File: src/rtl/serializer_pkg.sv
// Shared state encoding and frame constants for the result serializer.
package serializer_pkg;

    localparam int DATA_W_DEF       = 16;
    localparam int TAG_W_DEF        = 2;
    localparam int CLKS_PER_BIT_DEF = 4;
    localparam int FRAME_BITS       = 1 + TAG_W_DEF + DATA_W_DEF + 2;

    typedef enum logic [2:0] {
        IDLE   = 3'd0,
        START  = 3'd1,
        TAG    = 3'd2,
        DATA   = 3'd3,
        PARITY = 3'd4,
        STOP   = 3'd5
    } state_e;

endpackage

File: src/rtl/result_serializer_bit_timer.sv
// Per-bit timer: ticks bit_end in the last cycle of each serial bit.
module bit_timer
    import serializer_pkg::*;
#(
    parameter int CLKS_PER_BIT = CLKS_PER_BIT_DEF
) (
    input  logic clk,
    input  logic rst,
    input  logic restart,
    input  logic enable,
    output logic bit_end
);

    localparam int CNT_W = (CLKS_PER_BIT > 1) ? $clog2(CLKS_PER_BIT) : 1;
    localparam logic [CNT_W-1:0] LAST = CNT_W'(CLKS_PER_BIT - 1);

    logic [CNT_W-1:0] cnt_q, cnt_d;

    assign bit_end = enable && !restart && (cnt_q == LAST);

    always_comb begin
        cnt_d = cnt_q;
        if (restart || !enable || bit_end) begin
            cnt_d = '0;
        end else begin
            cnt_d = cnt_q + 1'b1;
        end
    end

    always_ff @(posedge clk or posedge rst) begin
        if (rst) begin
            cnt_q <= '0;
        end else begin
            cnt_q <= cnt_d;
        end
    end

endmodule

File: src/rtl/result_serializer.sv
// Frames the selected mux result and its op tag as a start/tag/data/
// parity/stop serial word on a single registered tx line.
module result_serializer
    import serializer_pkg::*;
#(
    parameter int DATA_W       = DATA_W_DEF,
    parameter int TAG_W        = TAG_W_DEF,
    parameter int CLKS_PER_BIT = CLKS_PER_BIT_DEF
) (
    input  logic              clk,
    input  logic              rst,
    input  logic [DATA_W-1:0] q_in,
    input  logic [TAG_W-1:0]  tag_in,
    input  logic              in_valid,
    output logic              in_ready,
    output logic              tx,
    output logic              busy,
    output logic              done
);

    localparam int SHIFT_W = TAG_W + DATA_W + 1;
    localparam int CNT_MAX = (DATA_W > TAG_W) ? DATA_W : TAG_W;
    localparam int CNT_W   = (CNT_MAX > 1) ? $clog2(CNT_MAX) : 1;
    localparam logic [CNT_W-1:0] TAG_LAST  = CNT_W'(TAG_W - 1);
    localparam logic [CNT_W-1:0] DATA_LAST = CNT_W'(DATA_W - 1);

    state_e               state_q, state_d;
    logic [SHIFT_W-1:0]   shift_q, shift_d;
    logic [CNT_W-1:0]     cnt_q, cnt_d;
    logic                 tx_q, tx_d;
    logic                 accept;
    logic                 bit_end;

    assign in_ready = (state_q == IDLE);
    assign busy     = ~in_ready;
    assign accept   = in_valid && in_ready;
    assign tx       = tx_q;
    assign done     = (state_q == STOP) && bit_end;

    bit_timer #(
        .CLKS_PER_BIT(CLKS_PER_BIT)
    ) u_bit_timer (
        .clk    (clk),
        .rst    (rst),
        .restart(accept),
        .enable (busy),
        .bit_end(bit_end)
    );

    // shift_q holds {parity, data, tag}; bit 0 is always the next bit out,
    // so tx_d reads bit 1 on the same edge that shifts.
    always_comb begin
        state_d = state_q;
        shift_d = shift_q;
        cnt_d   = cnt_q;
        tx_d    = tx_q;
        unique case (state_q)
            IDLE: begin
                tx_d = 1'b1;
                if (accept) begin
                    shift_d = {^{tag_in, q_in}, q_in, tag_in};
                    cnt_d   = '0;
                    tx_d    = 1'b0;
                    state_d = START;
                end
            end
            START: begin
                if (bit_end) begin
                    tx_d    = shift_q[0];
                    cnt_d   = '0;
                    state_d = TAG;
                end
            end
            TAG: begin
                if (bit_end) begin
                    shift_d = shift_q >> 1;
                    tx_d    = shift_q[1];
                    if (cnt_q == TAG_LAST) begin
                        cnt_d   = '0;
                        state_d = DATA;
                    end else begin
                        cnt_d = cnt_q + 1'b1;
                    end
                end
            end
            DATA: begin
                if (bit_end) begin
                    shift_d = shift_q >> 1;
                    tx_d    = shift_q[1];
                    if (cnt_q == DATA_LAST) begin
                        cnt_d   = '0;
                        state_d = PARITY;
                    end else begin
                        cnt_d = cnt_q + 1'b1;
                    end
                end
            end
            PARITY: begin
                if (bit_end) begin
                    tx_d    = 1'b1;
                    state_d = STOP;
                end
            end
            STOP: begin
                if (bit_end) begin
                    tx_d    = 1'b1;
                    state_d = IDLE;
                end
            end
            default: begin
                tx_d    = 1'b1;
                state_d = IDLE;
            end
        endcase
    end

    always_ff @(posedge clk or posedge rst) begin
        if (rst) begin
            state_q <= IDLE;
            shift_q <= '0;
            cnt_q   <= '0;
            tx_q    <= 1'b1;
        end else begin
            state_q <= state_d;
            shift_q <= shift_d;
            cnt_q   <= cnt_d;
            tx_q    <= tx_d;
        end
    end

endmodule

File: config.mk
export PLATFORM = sky130hd
export DESIGN_NAME = result_serializer
export DESIGN_NICKNAME = d
export VERILOG_FILES = /design/src/rtl/serializer_pkg.sv /design/src/rtl/result_serializer_bit_timer.sv /design/src/rtl/result_serializer.sv
export SDC_FILE = /design/constraint.sdc
export NUM_CORES = 1
export LEC_CHECK = 0
export CORE_MARGIN = 3
export CORE_UTILIZATION = 40
export DETAILED_ROUTE_END_ITERATION = 12
export HOLD_SLACK_MARGIN = 0.02
export PLACE_DENSITY = 0.63
export SYNTH_ARGS = -nofsm -noshare
export SYNTH_HDL_FRONTEND = slang
export SYNTH_SLANG_ARGS = --single-unit
File: constraint.sdc
create_clock -name clk -period 1.8 [get_ports clk]
set_clock_uncertainty 0.15 [all_clocks]
set_input_delay 0.36 -clock clk [delete_from_list [all_inputs] [get_ports clk]]
set_output_delay 0.36 -clock clk [all_outputs]
set_load 0.02 [all_outputs]
### After elaboration in Yosys (flattened, before gate mapping)

Cells that the tools add are included.

* bitwise operators: 1
* muxes and demuxes: 25
* divide/modulo/power cells: 0
* add/sub/neg operators: 2
* shift-type cells: 0
* reduce and logical (&&, ||, !) cells: 17
* $mul: 0
* order comparisons: 0
* eq/ne operators: 18

Operator list (count)
* $mux W19: 2
* $pmux W19 S2: 1
* $mux W3: 8
* $mux W4: 6
* $pmux W3 S6: 1
* $reduce_xor A18 Y1: 1
* $pmux W4 S4: 1
* $ne A2 B2 Y1 const B: 7
* $reduce_and A8 Y1: 1
* $eq A3 B2 Y1 const B: 2
* $eq A3 B3 Y1 const B: 2
* $ne A2 B1 Y1 const B: 3
* $reduce_and A3 Y1: 2
* $reduce_and A5 Y1: 1
* $add A4 B1 Y4 const B: 1
* $eq A4 B1 Y1 const B: 1
* $eq A4 B4 Y1 const B: 1
* $logic_and A1 B1 Y1: 4
* $mux W1: 4
* $pmux W1 S4: 1
* $reduce_bool A4 Y1: 1
* $reduce_or A2 Y1: 2
* $eq A3 B1 Y1 const B: 1
* $logic_not A3 Y1: 1
* other kinds (7): 8

* word-level logic and storage cells: 68
* output and inout port bits: 4
* memories kept: 0
* latch bits: 0
* memory bits (read-only): 0
* RAM bits: 0
* bits in registers: 29
* input bits: 21

### Logic depth before layout (Yosys ltp)

Gate-level depths: netlist of run 1.

* word-level depth: 7
* mapped depth: 7
* gate-level depth less buffers: 7

### Modules after synthesis

A second synthesis of run 1 with hierarchy kept.

* cell total of the unflattened synthesis: 174
* area total of the unflattened synthesis: 1659.1 um^2

Modules (own cells, without submodules)
* result_serializer: cells an instance 167, area an instance 1556.5 um^2, sequential area each 676.9 um^2, times used 1
* bit_timer: cells an instance 7, area an instance 102.6 um^2, sequential area each 50.0 um^2, times used 1

### Worst setup path after synthesis of run 1

Ideal clock, no wire load.

* path type: reg-to-reg
* from: reg state_q[2]
* to: reg shift_q[18]
* buffers on the path: 1
* data required time: 1.554 ns
* setup slack: -0.347 ns
* arrival time: 1.900 ns
* cell stages (with the launch flop): 5
* clock period less this slack: 2.147 ns
* setup time: 0.096 ns
* path through: dfrtp_1 -> buf_2 -> nor3_1 -> inv_1 -> o32ai_2

* elaborated cells on any way between the ends: 14
* those cells by class: 4 x eq/ne; 1 x mux; 1 x bitwise; 8 x reduce/logical

RTL lines
* start: declaration: line result_serializer.sv:27 `state_e state_q, state_d;`
* start signal: assignment: line result_serializer.sv:124 `state_q <= state_d;`
* $logic_not A3 Y1: line result_serializer.sv:34 `assign in_ready = (state_q == IDLE);`
* net in_ready: line result_serializer.sv:15 `output logic in_ready,`
* $not A1 Y1: line result_serializer.sv:35 `assign busy = ~in_ready;`
* net busy: line result_serializer.sv:17 `output logic busy,`
* $logic_and A1 B1 Y1 (2 in series): line result_serializer_bit_timer.sv:19 `assign bit_end = enable && !restart && (cnt_q == LAST);`
* $ne A2 B1 Y1 (no line)
* $reduce_and A3 Y1 (no line)
* end signal: assignment: line result_serializer.sv:125 `shift_q <= shift_d;`
* end: declaration: line result_serializer.sv:28 `logic [SHIFT_W-1:0] shift_q, shift_d;`

The timed path passes the listed nets, and every way through them passes these cells.
A chain may end at the register's enable or synchronous reset.

### Worst setup path after layout of run 1

* from: reg cnt_q[0]
* to: reg cnt_q[0]

* word-level cells in the longest chain between the ends: 4
* elaborated cells on any way between the ends: 8
* those cells by class: 1 x add/sub; 2 x eq/ne; 5 x mux

RTL lines
* start: declaration: line result_serializer.sv:29 `logic [CNT_W-1:0] cnt_q, cnt_d;`
* start signal: assignment: line result_serializer.sv:126 `cnt_q <= cnt_d;`
* $add A4 B1 Y4, or another cell as far along: line result_serializer.sv:82, result_serializer.sv:94
* $mux W4 (on tied branches): line result_serializer.sv:90, result_serializer.sv:78
* $mux W4 (on tied branches): line result_serializer.sv:87, result_serializer.sv:75
* $pmux W4 S4 *: line result_serializer.sv:57 `unique case (state_q)`

Mark *: on every way between the ends. The rest lies on a longest branch, timed or not. The select of a mux whose other input is x is not followed.

==> impl_metrics.py, run 1 <==
metrics = {
    "worst_setup_path": {
        "reg2reg_from": "cnt_q[0]",
        "cp-start-kind": "flip-flop",
        "r2r_slack_ns": 0.07,
        "path_max_fanout": 5,
        "critPathSlowestCell": "dfrtp_2",
        "critPathLaunch": "cnt_q[0]",
        "worst-path-buf-inv": 0,
        "end_kind": "flip-flop",
        "path_cells": "ha_1 > nor4b_2 > nand3b_1 > or3_1 > o21ai_1",
        "cp.required_ns": 1.86,
        "criticalPathCategory": "flip-flop to flip-flop",
        "arrival_ns": 1.79,
        "crit_path_max_incr_delay_ns": 0.43,
        "cp_top_family": "simple AND/OR/NAND/NOR gates",
    },
    "grt": {
        "grt_max_degree": 30,
        "grt_pass1_vias": 1431,
        "gr-usage-all-layers_pct": 16.14,
        "grt_pass1_wl_um": 6306,
        "gr-total-overflow": 0,
        "grt_antenna_before_repair": 0,
    },
    "placed_design": {
        "dp_hpwl_um": 2594,
        "preCtsSetupSlack_ns": -0.4327,
        "port_buffers": 24,
        "dp_cells": 266,
        "routabilityCongestion": 0.7463,
        "place_area_um2": 2063,
    },
    "synth": {
        "synth-simple-area-share_pct": 22.26,
        "synth_warnings": 0,
        "synth_area_um2": 1635,
        "synth_nets": 209,
        "yosysSeqAreaShare_pct": 44.45,
        "synth.avg_cell_area_um2": 8.840,
        "synth_compound_area_share_pct": 14.38,
        "async_flop_share_pct": 100.0,
        "synth_cells": 185,
        "synth_edf_count": 0,
        "muxShareOfSynthArea_pct": 1.836,
        "synth-seq-cells": 29,
        "synthAdderAreaFrac_pct": 2.295,
        "synth_cell_types": 38,
        "yosys.area_share.xor_xnor_pct": 10.41,
        "ys.flop_type": "dfrtp_1",
        "synth_top_family_by_area": "simple AND/OR/NAND/NOR gates",
    },
    "timing": {
        "hold_ws_ns": 0.2420,
        "max_freq_mhz": 577.3,
        "slew_headroom_pct": 78.40,
        "maxSlewViolCount": 0,
        "setup_viol": 0,
        "worst_pin_slew_ns": 0.3199,
        "setup_slack_ns": 0.06789,
        "fin_crit_sh_pct": 96.23,
        "fin_crit_ns": 1.732,
        "hold_viol": 0,
    },
    "power_and_ir_drop": {
        "power_density_nw_per_um2": 1156,
        "p_total_mw": 2.569,
        "vdd_drop_max_mv": 0.5760,
        "p_leak_nw": 1.000,
    },
    "clock_network": {
        "hold_buffers": 0,
        "htree_levels": 2,
        "clkLatencyLatePin_ns": 0.28,
        "clk_path_buf_depth": 2,
        "path_clk_slew_ns": 0.07,
        "cts_root_buffer": "clkbuf_8",
        "cts_tree": "yes",
        "cts_buffers": 5,
        "clock-sinks": 29,
    },
    "route": {
        "vias_per_cell": 5.149,
        "first_pass_iters": 4,
        "drt-total-wl_um": 3610,
        "ant_nets": 0,
        "drt-initial-drc-count": 63,
        "vias": 1421,
        "post_drt_wl_per_cell_um": 13.08,
        "post-route-drc-count": 0,
    },
    "hold_path": {
        "min_from": "q_in[10]",
        "hp-class": "input pin to flip-flop",
    },
    "cells_and_area": {
        "postLayoutCellArea_um2": 2222,
        "final_nets": 251,
        "areaGrowthSynthToFinish_pct": 35.88,
        "layout_commonest_cell": "nand2_1",
        "layout-drive-gt1-share_pct": 20.61,
        "diodes": 0,
        "layout_common_cells": "nand2_1, dfrtp_1, nor2_1",
        "stdcell_count": 276,
    },
    "job": {
        "max-cap-violations": 0,
    },
    "floorplanning": {
        "die-area_um2": 4892,
        "die_h_um": 69.94,
        "die_x_um": 69.94,
        "core_um2": 3799,
        "fp-row-count": 22,
        "pin_count": 25,
        "initial_core_util_pct": 43.05,
    },
    "outcome": {
        "outcome": "complete, no violations",
    },
}
[layer usage]
| metal | vias to the layer above | share of wire (%) | global-route usage [%] |
|---|---|---|---|
| met5 | - | 0 | 0 |
| met4 | 0 | 1.9 | 7.660 |
| met3 | 6 | 5.2 | 5.180 |
| met2 | 40 | 49 | 27.28 |
| met1 | 666 | 44 | 18.34 |
| li1 | 709 | - | - |
[state kept, by name, indices dropped and copies added, names as in the netlist]
signal and flops:
u_bit_timer.cnt_q 2, state_q 3, shift_q 19, cnt_q 4, tx 1
[tightest hold or removal path, cell delays in order]
cell            delay, ns
dlymetal6s2s_1       0.14
nand2_1              0.06
a31oi_1              0.08
[area by class of cell]
| class | instances | area [um2] |
|---|---|---|
| Timing Repair Buffer | 46 | 421.7 |
| Inverter | 5 | 18.77 |
| Sequential cell | 29 | 728.2 |
| Tap cell | 48 | 60.06 |
| Multi-Input combinational cell | 140 | 892.1 |
| Fill cell | 337 | 1577 |
| Clock inverter | 1 | 5.005 |
| Clock buffer | 7 | 96.34 |
[power breakdown]
| part | leakage [nW] | switching, mW | total (mW) | internal [mW] |
|---|---|---|---|---|
| Clock | 0.0542 | 0.251 | 0.596 | 0.345 |
| Combinational | 0.639 | 0.483 | 0.963 | 0.480 |
| Sequential | 0.307 | 0.142 | 1.01 | 0.868 |
[metrics by stage]
stage / utilization, % / setup TNS [ns]
2_1_floorplan: - / 0
3_5_place_dp: 54.31 / -2.218
6_report: 58.50 / 0
4_1_cts: 57.81 / 0
3_3_place_gp: 54.31 / -1.211
5_1_grt: 58.50 / -0.01885
[what timing repair did]
action,CTS,global route
resized for setup,23,10
pin swaps,7,6
setup buffers,1,1
endpoints found under the setup margin,5,19
[synth_stat cells (all sizes together) (2+ instances only)]
library cell	count	area [um2]
mux2i	3	30.03
buf	9	45.04
ha	3	37.54
inv	5	18.77
o21ai	7	35.03
nor2	23	93.84
nand2b	6	37.54
nand2	40	150.1
clkbuf	2	7.510
xor2	2	17.52
nand3	2	10.01
nor2b	2	12.51
a31oi	17	106.4
nor3b	2	15.01
dfrtp	28	700.7
nor3	2	10.01
xnor2	14	130.1
[final timing paths]
path	to	depth (start not counted)
worst max-delay path	cnt_q[0]	5
worst min-delay path	shift_q[12]	3
worst max register to register	cnt_q[0]	5
worst min register to register	u_bit_timer.cnt_q[0]	1
max in group asynchronous	tx	3
min in group asynchronous	shift_q[11]	3
[logic make-up after synthesis]
group           count (synthesis)
mux                             3
simple gates                   82
compound gates                 35
fa+ha+maj                       3
xor+xnor                       17
buf+inv                        16
flops                          29
Power figures use the tool's default switching activity.
==> run 2, diff against run 1 <==
CAP_MARGIN = 20   (was default)
==> results of run 2 <==
Final layout, timing and power as in run 1 (identical DEF).
==> run 3, diff against run 2 <==
TNS_END_PERCENT = 1   (was default)
clock period = 1.7 ns   (was 1.8 ns; I/O delays follow)
==> impl_metrics.py, run 3 (synthesis results as in run 1) <==
metrics = {
    "outcome": {
        "outcome": "finished, violations left",
        "failed_checks": "setup timing",
    },
    "grt": {
        "gr-total-overflow": 0,
        "grt_pass1_wl_um": 6486,
        "grt_max_degree": 30,
        "use_met3_pct": 3.885,
        "gr-usage-all-layers_pct": 16.47,
        "grt_pass1_vias": 1430,
        "met2_usage_pct": 28.02,
        "grt_busiest_layer": "met2",
        "grt_antenna_before_repair": 0,
        "met1_usage_pct": 19.69,
    },
    "floorplanning": {
        "die_x_um": 69.94,
        "pin_count": 25,
        "initial_core_util_pct": 43.05,
        "die_h_um": 69.94,
        "core_um2": 3799,
        "die-area_um2": 4892,
        "fp-row-count": 22,
    },
    "worst_setup_path": {
        "path_max_fanout": 4,
        "cp_top_family": "flip-flops",
        "cp.required_ns": 1.21,
        "end_kind": "output port",
        "rr_endpoint": "cnt_q[2]",
        "critPathSlowestCell": "dfrtp_2",
        "reg2regPathDepth": 6,
        "criticalPathCategory": "flip-flop to output port",
        "r2r_slack_ns": -0.01,
        "cp-start-kind": "flip-flop",
        "critPathLaunch": "state_q[0]",
        "crit_path_max_incr_delay_ns": 0.44,
        "path_cells": "nor3_4 > inv_2 > buf_2",
        "worst-path-buf-inv": 2,
        "arrival_ns": 1.23,
        "reg2reg_from": "state_q[0]",
    },
    "power_and_ir_drop": {
        "p_total_mw": 2.804,
        "power_density_nw_per_um2": 1225,
        "p_leak_nw": 1.067,
        "vdd_drop_max_mv": 0.6007,
    },
    "timing": {
        "maxSlewViolCount": 0,
        "fin_tns_setup_ns": -0.03354,
        "max_freq_mhz": 582.9,
        "setup_slack_ns": -0.01546,
        "hold_viol": 0,
        "setup_viol": 4,
        "hold_ws_ns": 0.2273,
        "rsz0062_at_grt": "true",
        "slew_headroom_pct": 74.09,
        "worst_pin_slew_ns": 0.3837,
        "fin_crit_ns": 1.715,
        "fin_crit_sh_pct": 100.9,
    },
    "cells_and_area": {
        "final-seq-area_um2": 729.5,
        "layout_common_cells": "nand2_1, buf_4, dfrtp_1",
        "multi_input_area_um2": 912.1,
        "layout-drive-gt1-share_pct": 24.03,
        "final_nets": 256,
        "layout_commonest_cell": "nand2_1",
        "top_regs": "shift_q: 19 flops, cnt_q: 4 flops, state_q: 3 flops",
        "diodes": 0,
        "top_register": "shift_q",
        "nFillCells": 329,
        "largest_reg_flops": 19,
        "postLayoutCellArea_um2": 2288,
        "areaGrowthSynthToFinish_pct": 39.94,
    },
    "clock_network": {
        "clkLatencyLatePin_ns": 0.29,
        "cts_root_buffer": "clkbuf_8",
        "htree_levels": 2,
        "clock-sinks": 29,
        "clk_path_buf_depth": 2,
        "path_clk_slew_ns": 0.06,
        "cts_tree": "yes",
        "cts_buffers": 5,
        "hold_buffers": 0,
    },
    "route": {
        "drt-initial-drc-count": 102,
        "vias": 1426,
        "drt-total-wl_um": 3754,
        "post-route-drc-count": 0,
        "ant_nets": 0,
        "post_drt_wl_per_cell_um": 13.36,
        "first_pass_iters": 4,
        "vias_per_cell": 5.075,
    },
    "placed_design": {
        "routabilityCongestion": 0.7728,
        "port_buffers": 24,
        "dp_hpwl_um": 2740,
        "place_area_um2": 2102,
    },
    "hold_path": {
        "hp-class": "input pin to flip-flop",
        "min_delay_path_depth": 3,
        "min_from": "q_in[8]",
        "worst_hold_path.endpoint": "shift_q[10]",
    },
    "job": {
        "max-cap-violations": 0,
    },
}
## run 3: cell count changes in the layout (fill, tap and decap cells not counted), sizes merged
| cell | before | now |
|---|---|---|
| clkbuf | 7 | 8 |
| clkdlybuf4s50 | 11 | 8 |
| clkinv | 1 | 0 |
| buf | 25 | 30 |
| dlygate4sd2 | 6 | 1 |
| dlymetal6s2s | 4 | 12 |
## run 3: how the worst max path moves through the flow
stage / endpoint / slack (ns) / depth (start not counted)
finish: busy / -0.02 / 3
global route: cnt_q[2] / -0.10 / 6
CTS: shift_q[18] / -0.20 / 6
floorplan: done / 0.04 / 4
detailed placement: shift_q[18] / -0.51 / 6
global placement: shift_q[18] / -0.47 / 6
## run 3: area by class of cell
class | instances | area share (%)
multi-input combinational | 140 | 39.86
sequential | 29 | 31.88
timing repair buffer | 51 | 20.89
clock buffer | 8 | 3.937
tap | 48 | 2.624
inverter | 5 | 0.8201
## run 3: worst min-delay path, cell delays in order
cell,delay (ns)
dlymetal6s2s_1,0.14
nand2_1,0.06
a31oi_1,0.07
## run 3: routing by layer
layer,share of wire [%],up-vias
li1,-,720
met3,3.8,7
met5,0,-
met1,42,670
met2,53,29
met4,1.5,0
## run 3: per-stage QoR
stage	worst slack (ns)	util, %	cells
final	-0.01546	60.24	281
after global placement	-0.4679	55.34	272
after CTS	-0.1969	57.71	280
after floorplan	0.03710	-	185
after global routing	-0.1014	60.24	281
after detailed placement	-0.5082	55.34	272
## run 3: where the power goes
group / switching, mW / internal (mW)
clock: 0.257 / 0.329
sequential: 0.165 / 0.920
combinational: 0.551 / 0.581
## run 3: timing repair
item,4_1_cts,5_1_grt
setup endpoints to repair,17,24
gates resized for setup,18,27
setup buffers,0,1
pin swaps,3,12
